[src/rtl/stack_sequencer.sv]
// Call/return/interrupt stack sequencer: pushes and pops a 32-bit PC (and CCR flags on
// interrupt) through a 16-bit memory port, then hands the new PC back to fetch.
module stack_sequencer #(
  parameter logic [31:0] SP_RESET   = 32'h0000_0FFF,
  parameter logic [31:0] INT_VECTOR = 32'h0000_0000
) (
  input  logic        clk,
  input  logic        rst,
  input  logic        op_valid,
  input  logic        op_call,
  input  logic        op_ret,
  input  logic        op_rti,
  input  logic        int_req,
  input  logic [31:0] pc_in,
  input  logic [31:0] target_in,
  input  logic [2:0]  flags_in,
  input  logic        mem_ready,
  input  logic [15:0] mem_rdata,
  output logic        busy,
  output logic        mem_req,
  output logic        mem_we,
  output logic [31:0] mem_addr,
  output logic [15:0] mem_wdata,
  output logic        pc_load,
  output logic [31:0] pc_out,
  output logic        flags_load,
  output logic [2:0]  flags_out,
  output logic [31:0] sp_out,
  output logic        done
);

  localparam int unsigned AW = 32;
  localparam int unsigned DW = 16;
  localparam int unsigned FW = 3;

  typedef enum logic [2:0] {
    IDLE, PUSH_HI, PUSH_LO, PUSH_FLG, POP_FLG, POP_LO, POP_HI, LOAD
  } state_t;

  typedef enum logic [1:0] {K_CALL, K_RET, K_RTI, K_INT} kind_t;

  state_t        state, state_n;
  kind_t         kind, kind_n;
  logic [AW-1:0] sp, sp_n;
  logic [AW-1:0] pc_r, pc_n;
  logic [AW-1:0] tgt_r, tgt_n;
  logic [FW-1:0] flg_r, flg_n;

  logic          mem_req_n, mem_we_n, pc_load_n, flags_load_n;
  logic [AW-1:0] mem_addr_n, pc_out_n;
  logic [DW-1:0] mem_wdata_n;
  logic [FW-1:0] flags_out_n;

  // Next-state, stack pointer and captured-context update.
  always_comb begin
    state_n = state;
    kind_n  = kind;
    sp_n    = sp;
    pc_n    = pc_r;
    tgt_n   = tgt_r;
    flg_n   = flg_r;
    unique case (state)
      IDLE: begin
        if (int_req) begin
          kind_n  = K_INT;
          pc_n    = pc_in;
          flg_n   = flags_in;
          state_n = PUSH_HI;
        end else if (op_valid) begin
          if (op_call) begin
            kind_n  = K_CALL;
            pc_n    = pc_in;
            tgt_n   = target_in;
            state_n = PUSH_HI;
          end else if (op_ret) begin
            kind_n  = K_RET;
            state_n = POP_LO;
          end else if (op_rti) begin
            kind_n  = K_RTI;
            state_n = POP_FLG;
          end
        end
      end
      PUSH_HI: begin
        if (mem_ready) begin
          sp_n    = sp - AW'(1);
          state_n = PUSH_LO;
        end
      end
      PUSH_LO: begin
        if (mem_ready) begin
          sp_n    = sp - AW'(1);
          state_n = (kind == K_INT) ? PUSH_FLG : LOAD;
        end
      end
      PUSH_FLG: begin
        if (mem_ready) begin
          sp_n    = sp - AW'(1);
          state_n = LOAD;
        end
      end
      POP_FLG: begin
        if (mem_ready) begin
          sp_n    = sp + AW'(1);
          flg_n   = mem_rdata[FW-1:0];
          state_n = POP_LO;
        end
      end
      POP_LO: begin
        if (mem_ready) begin
          sp_n       = sp + AW'(1);
          pc_n[15:0] = mem_rdata;
          state_n    = POP_HI;
        end
      end
      POP_HI: begin
        if (mem_ready) begin
          sp_n        = sp + AW'(1);
          pc_n[31:16] = mem_rdata;
          state_n     = LOAD;
        end
      end
      LOAD: begin
        state_n = IDLE;
      end
      default: begin
        state_n = IDLE;
      end
    endcase
  end

  // Output values for the state being entered, so every output is a flop.
  always_comb begin
    mem_req_n    = 1'b0;
    mem_we_n     = 1'b0;
    mem_addr_n   = '0;
    mem_wdata_n  = '0;
    pc_load_n    = 1'b0;
    flags_load_n = 1'b0;
    pc_out_n     = pc_out;
    flags_out_n  = flags_out;
    unique case (state_n)
      PUSH_HI: begin
        mem_req_n   = 1'b1;
        mem_we_n    = 1'b1;
        mem_addr_n  = sp_n;
        mem_wdata_n = pc_n[31:16];
      end
      PUSH_LO: begin
        mem_req_n   = 1'b1;
        mem_we_n    = 1'b1;
        mem_addr_n  = sp_n;
        mem_wdata_n = pc_n[15:0];
      end
      PUSH_FLG: begin
        mem_req_n   = 1'b1;
        mem_we_n    = 1'b1;
        mem_addr_n  = sp_n;
        mem_wdata_n = {13'b0, flg_n};
      end
      POP_FLG, POP_LO, POP_HI: begin
        mem_req_n  = 1'b1;
        mem_addr_n = sp_n + AW'(1);
      end
      LOAD: begin
        pc_load_n = 1'b1;
        unique case (kind_n)
          K_CALL:  pc_out_n = tgt_n;
          K_INT:   pc_out_n = INT_VECTOR;
          default: pc_out_n = pc_n;
        endcase
        if (kind_n == K_RTI) begin
          flags_load_n = 1'b1;
          flags_out_n  = flg_n;
        end
      end
      default: begin
      end
    endcase
  end

  always_ff @(posedge clk) begin
    if (rst) begin
      state      <= IDLE;
      kind       <= K_CALL;
      sp         <= SP_RESET;
      pc_r       <= '0;
      tgt_r      <= '0;
      flg_r      <= '0;
      busy       <= 1'b0;
      mem_req    <= 1'b0;
      mem_we     <= 1'b0;
      mem_addr   <= '0;
      mem_wdata  <= '0;
      pc_load    <= 1'b0;
      pc_out     <= '0;
      flags_load <= 1'b0;
      flags_out  <= '0;
      done       <= 1'b0;
    end else begin
      state      <= state_n;
      kind       <= kind_n;
      sp         <= sp_n;
      pc_r       <= pc_n;
      tgt_r      <= tgt_n;
      flg_r      <= flg_n;
      busy       <= (state_n != IDLE);
      mem_req    <= mem_req_n;
      mem_we     <= mem_we_n;
      mem_addr   <= mem_addr_n;
      mem_wdata  <= mem_wdata_n;
      pc_load    <= pc_load_n;
      pc_out     <= pc_out_n;
      flags_load <= flags_load_n;
      flags_out  <= flags_out_n;
      done       <= pc_load_n;
    end
  end

  assign sp_out = sp;

endmodule

[config.mk]
export PLATFORM = sky130hd
export DESIGN_NAME = stack_sequencer
export DESIGN_NICKNAME = d
export VERILOG_FILES = /design/src/rtl/stack_sequencer.sv
export SDC_FILE = /design/constraint.sdc
export NUM_CORES = 1
export LEC_CHECK = 0
export ABC_AREA = 1
export BUFFER_PORTS_ARGS = -buffer_cell sky130_fd_sc_hd__buf_2
export CORE_MARGIN = 2
export CORE_UTILIZATION = 50
export CTS_CLUSTER_DIAMETER = 30
export DETAILED_ROUTE_END_ITERATION = 8
export PLACE_DENSITY_LB_ADDON = 0.3
export SLEW_MARGIN = 10
export SYNTH_ARGS = -nofsm -noshare
export SYNTH_HDL_FRONTEND = slang
export SYNTH_SLANG_ARGS = --single-unit
export TNS_END_PERCENT = 5
[constraint.sdc]
create_clock -name clk -period 2.4 [get_ports clk]
set_input_delay 0.24 -clock clk [delete_from_list [all_inputs] [get_ports clk]]
set_output_delay 0.24 -clock clk [all_outputs]
set_load 0.01 [all_outputs]
Word-level counts from Yosys, hierarchy flattened
Index checks and enable logic that the tools add are counted.
{ "totals": {"input_bits": 91, "wordCells": 89, "regBits": 192} }
{ "classes": {"mux": 42, "eq_ne": 17, "bitwise_logic": 1, "n_reduce_logical": 11, "n_addsub": 3} }
{ "op_table": {"columns": ["cell", "n"], "rows": [
  ["$mux W32", 9],
  ["$pmux W32 S2", 3],
  ["$add A32 B1 Y32 const B", 2],
  ["$pmux W16 S2", 2],
  ["$pmux W16 S3", 1],
  ["$mux W3", 13],
  ["$mux W16", 2],
  ["$sub A32 B1 Y32 const B", 1],
  ["$eq A3 B3 Y1 const B", 8],
  ["$pmux W3 S7", 1],
  ["$eq A3 B2 Y1 const B", 4],
  ["$mux W2", 6],
  ["$reduce_or A3 Y1", 4],
  ["$eq A2 B2 Y1 const B", 3],
  ["$eq A3 B1 Y1 const B", 2],
  ["$pmux W3 S2", 1],
  ["$reduce_or A6 Y1", 1],
  ["$mux W1", 4],
  ["$reduce_or A2 Y1", 2],
  ["$logic_not A3 Y1", 1],
  ["$reduce_bool A3 Y1", 1],
  ["$logic_not A2 Y1", 1],
  ["$reduce_and A2 Y1", 1],
  ["$not A1 Y1", 1]
]} }

Depth between registers and ports, before layout
{ "logic_depth": {"word_depth": 9, "mapped_depth": 23, "depth_no_buf": 22} }

Worst setup path after synthesis
Ideal clock, no wire load.
{ "synth_timing": {"path_type": "register -> register", "startpoint": "register sp[0], in the netlist sp_out[0]", "endpoint": "register mem_addr[16]", "setup_ns": 0.116, "n_path_buf": 0, "arrival_time_ns": 2.340, "path_stages_with_launch": 22, "period_less_slack_ns": 2.457, "setup_slack_ns": -0.057, "cell_sequence": "dfxtp_1 inv_1 ha_1 nor2_1 nor2_1 nand2_1 nand2_1 nor2_1 inv_1 ha_1 inv_1 nor2_2 nand2_1 nor2_1 nand2_1 inv_2 nand3_1 inv_1 nand2_1 o21ai_1 nand2_1 o21ai_1"} }
{ "synth_between": {"elab_chain_len": 5, "word_cells_on_any_way": 7} }
{ "synth_rtl": {"columns": ["element", "line_no", "rtl"], "rows": [
  ["start, declared", "44", "logic [AW-1:0] sp, sp_n;"],
  ["start signal, assigned", "203", "sp <= sp_n;"],
  ["$add A32 B1 Y32 / $sub A32 B1 Y32 (equally long branches)", null, null],
  ["$mux W32, on equally long branches", null, null],
  ["$pmux W32 S2 (*)", "62", "unique case (state)"],
  ["via sp_n[1]", "44", null],
  ["$add A32 B1 Y32 (*)", "163", "mem_addr_n = sp_n + AW'(1);"],
  ["$pmux W32 S2 (*)", "142", "unique case (state_n)"],
  ["end signal, assigned", "210", "mem_addr <= mem_addr_n;"],
  ["end, declared", "22", "output logic [31:0] mem_addr,"]
]} }
Mark *: on every way through the listed nets, which the timed path passes. The rest lies on a longest branch.
A chain may end at the register's enable or synchronous reset.

Worst setup path in the final report
{ "layout_timing": {"startpoint": "register sp[1], in the netlist sp_out[1]", "endpoint": "register mem_addr[28]"} }
{ "layout_between": {"elab_chain_len": 5, "word_cells_on_any_way": 7} }
{ "layout_rtl": {"columns": ["element", "line_no"], "rows": [
  ["$add A32 B1 Y32 / $sub A32 B1 Y32 (equally long branches)", null],
  ["$mux W32, on equally long branches", null],
  ["$pmux W32 S2 (*)", "62"],
  ["$add A32 B1 Y32", "163"],
  ["$pmux W32 S2 (*)", "142"]
]} }
Mark *: on every way between the ends. The rest lies on a longest branch, timed or not.

==> results.txt <==
- Die Width: 149 microns
* Fin nets: 2,051
- Final standard cell utilization of the core: 0.686
- The checks that failed: negative setup slack.
* WL final: approximately 38,000 microns
* Worst-Margin Slew: 0.539 ns
* Switching part of the total power: 0.400
- Commonest cells after routing, fill and taps aside: sky130_fd_sc_hd__nand2_1, sky130_fd_sc_hd__nor2_1, sky130_fd_sc_hd__buf_2
- Biggest area consumer among synthesized cells: sky130_fd_sc_hd__dfxtp_1
* Via Count: between 10,000 and 15,000
* Cell with the biggest individual delay on the critical path: sky130_fd_sc_hd__dfxtp_2
- Fraction of registers with async set or reset after synthesis: 0
* Count of buffers inserted at the top-level ports: 211
- For this run, the total global-route usage over all layers was measured as 0.338.
- Setup crit start kind: flip-flop
* WS Path Type: reg2reg
- Headroom to the max-slew limit: 0.640
- TritonCTS built the clock tree.
- Root buffer cell: sky130_fd_sc_hd__clkbuf_16
* Dominant delay contributor by cell family on the critical path: simple AND/OR/NAND/NOR gates
- The via count of the first global-routing pass came to 11,500.
- Leaving out fill and tap cells, the most frequent cell in the layout is sky130_fd_sc_hd__nand2_1.
- After detailed routing, the number of remaining DRC violations is 0.
- The first global-routing pass estimated 59,000 microns of wire.
- For this run, the number of Yosys warnings is 0.
- After detailed routing, the number of vias per cell comes to 5.38.
- Worst setup skew after layout: 0.0114 ns
- Core Region: 20,900 sq um
* Area enclosed by the die boundary: 22,300 sq um
- After synthesis, the netlist uses 47 different library cells.
* Share of synthesized area occupied by flip-flops and latches: 0.364
* Largest stage delay, worst path: approximately 0.35 ns
- Post-DP HPWL: 28,300 microns
- Layout cell share with drive strength beyond 1: 0.331
- Final min period: 2.43 ns
* Routability cong.: between 0.9 and 1
* Synthesized flop and latch total: 192
* Yosys top cell area share: 0.364
- Max Slew Vio Count: 0
- STA classifies the critical path endpoint as a flip-flop.
- From bottom edge to top edge, the die measures 149 microns.
- Setup repair after global routing could not meet its margin everywhere.
- Class of the tightest hold or removal check: in2reg
- Outcome: finished, violations left
- Clock H-tree levels: 4
- The share of total power dissipated in combinational logic is 0.461.
- For the final routed database, the setup TNS stands at -0.0866 ns.
- Hold is met by ~0.067 ns.
- For this run, the top clock speed supported by timing is 411 MHz.
* Number of maximum-capacitance constraint violations: 0
- Counting flops with a built-in enable in the synthesized netlist gives 0.
- Summed over all layers, the global routing overflow is 0.
* Leak: 0.00700 uW
- Cells after Synth: 1,597
- In this run the count of I/O pins placed on the die edge is 212.
- In the post-synthesis netlist, the biggest area contributors are sky130_fd_sc_hd__dfxtp_1, sky130_fd_sc_hd__nand2_1, sky130_fd_sc_hd__nor2_1.
- Number of nets still failing antenna checks after routing: 0
- Insertion delay of the later-clocked pin in the worst-skew pair: 0.43 ns
- The floorplan has 53 rows.
- The pre-antenna-repair detailed-routing pass consisted of 8 iterations.
- Crit path arrival time: 2.76 ns
* Number of antenna violations at the first check in global routing: 6
* Post-placement setup slack: -0.202 ns
* Max Fanout on Critical Path: 5
- VDD sags by at most 0.000641 V.
* Total CTS buffers: 17
- Final critical-path share of the clock period: 1.01
- Sink count of the clock tree: between 150 and 200
* Post-Syn Area per Cell: between 6 and 7 sq um
* Number of hold buffers added after cts: 0
- The initial utilization of the core area, before any placement, comes to 0.506.
- Layout-stage area growth over the synthesis result: 35.6%
- Largest net degree at the start of global routing: 52
- Reg clk slew, reported paths: 0.08 ns
* Critical-path cell list: buf_4 > ha_4 > nand3_4 > nor2_4 > buf_4 > nand4_1 > nand3_1 > nand2_2 > inv_1 > nand2_1 > nor2_4 > buf_4 > nand4_4 > nor2_2 > nand3_1 > nand3_1 > nand2_1
* Number of buffers and inverters on the critical path: 4
* Area of the mapped netlist: ~11,000 sq um
* Relative contribution of sequential cells to total power: 0.303
- Final setup violating endpoints: 6
- The number of nets handed over by synthesis was roughly 1,700.
- Power Internal: 7720 uW
- Dividing total power by cell area gives a power density of 898 nW/um^2.
- The detailed router finished its first iteration with 960 violations.
* Switching power of the nets: 5140 uW
* Share of total power in the clock network: 0.236
- Mean routed wirelength per cell: 16.9 microns
* Deepest clock path buffer count: 2
* Worst Path Required: approximately 2.7 ns
* Min setup slack post-route: -0.0319 ns
- Among all flip-flop cells after synthesis, the most frequent one is sky130_fd_sc_hd__dfxtp_1.
- Final hold violation count: 0
==> final timing paths <==
kind | start | endpoint | slack (ns) | cells past startpoint
max | sp_out[1]$_SDFF_PP1_ | mem_addr[28]$_SDFF_PP0_ | -0.03 | 17
min | target_in[23] | tgt_r[23]$_SDFF_PP0_ | 0.07 | 3
max reg2reg | sp_out[1]$_SDFF_PP1_ | mem_addr[28]$_SDFF_PP0_ | -0.03 | 17
min reg2reg | tgt_r[24]$_SDFF_PP0_ | tgt_r[24]$_SDFF_PP0_ | 0.49 | 2
==> final cells by class <==
class,instances,area [sq um]
fillers,1770,6570
flip-flops and latches,192,3860
clock buffers,18,439
well taps,275,344
repair buffers,404,2650
multi-input cells,1145,6090
diodes,3,7.51
clock inverters,13,196
inverters,195,738
==> registers in the layout (all words and copies together) (netlist names), 2 cells and up <==
signal,cells
mem_wdata,16
flags_out,3
tgt_r,32
state,3
pc_r,32
flg_r,3
pc_out,32
kind,2
mem_addr,32
sp_out,32
==> per-layer routing <==
| layer | vias up | global-route usage | share of wire |
|---|---|---|---|
| li1 | 5886 | - | - |
| met1 | 5553 | 0.403 | 0.39 |
| met2 | 535 | 0.566 | 0.48 |
| met3 | 101 | 0.0789 | 0.082 |
| met4 | 4 | 0.177 | 0.049 |
| met5 | - | 0 | 0.00058 |
==> cell usage after synthesis, types with 5 or more instances <==
cell and number:
sky130_fd_sc_hd__clkbuf_1 39, sky130_fd_sc_hd__inv_1 175, sky130_fd_sc_hd__nor3_1 12, sky130_fd_sc_hd__o22ai_1 52
sky130_fd_sc_hd__or2_2 31, sky130_fd_sc_hd__buf_2 17, sky130_fd_sc_hd__a221oi_1 25, sky130_fd_sc_hd__ha_1 5
sky130_fd_sc_hd__a21oi_1 28, sky130_fd_sc_hd__nor2_4 11, sky130_fd_sc_hd__mux2i_1 32, sky130_fd_sc_hd__o21ai_1 13
sky130_fd_sc_hd__nand2_1 344, sky130_fd_sc_hd__inv_2 16, sky130_fd_sc_hd__nand2_2 17, sky130_fd_sc_hd__o221ai_1 5
sky130_fd_sc_hd__dfxtp_1 192, sky130_fd_sc_hd__nand3_2 8, sky130_fd_sc_hd__o21ai_0 65, sky130_fd_sc_hd__nand4_1 22
sky130_fd_sc_hd__nor2_2 22, sky130_fd_sc_hd__nand3b_1 5, sky130_fd_sc_hd__nand3_1 133, sky130_fd_sc_hd__nor2_1 286
==> per-stage QoR <==
| stage | std cells | instance area [sq um] | power, uW |
|---|---|---|---|
| 3_5_place_dp | 2203 | 13200 | 9370 |
| 4_1_cts | 2242 | 14100 | 12600 |
| 3_3_place_gp | 2203 | 13200 | 9310 |
| 6_report | 2245 | 14300 | 12900 |
| 2_1_floorplan | 1597 | 10600 | 6920 |
| 5_1_grt | 2242 | 14300 | 13500 |
==> worst reg2reg max path, delay by kind of cell (launching register included) <==
kind / cells / cell delay, ns
AND/OR/NAND/NOR: 12 / 1.34
flip-flops: 1 / 0.35
adder cells (fa/ha/maj): 1 / 0.15
buffers and inverters: 4 / 0.50
==> power groups by stage <==
stage	Sequential [uW]	Combinational (uW)	Clock, uW
6_report	3900	5920	3040
3_3_place_gp	3930	5390	0
3_5_place_dp	3940	5430	0
2_1_floorplan	4030	2890	0
4_1_cts	3880	5670	3070
5_1_grt	3930	6400	3200
==> timing repair <==
action / CTS / global route
gates resized for setup: 61 / 65
setup buffers: 8 / 0
endpoints found under the setup margin: 26 / 58
pin swaps: 21 / 20
==> logic make-up after synthesis <==
family | Yosys count | share of synthesized area
buf+inv | 260 | 0.0990
simple gates | 901 | 0.378
xor+xnor | 2 | 0.00166
flops | 192 | 0.364
compound gates | 205 | 0.121
fa+ha+maj | 5 | 0.00592
mux | 32 | 0.0303
Note: power is estimated with default switching activity, not from simulation.
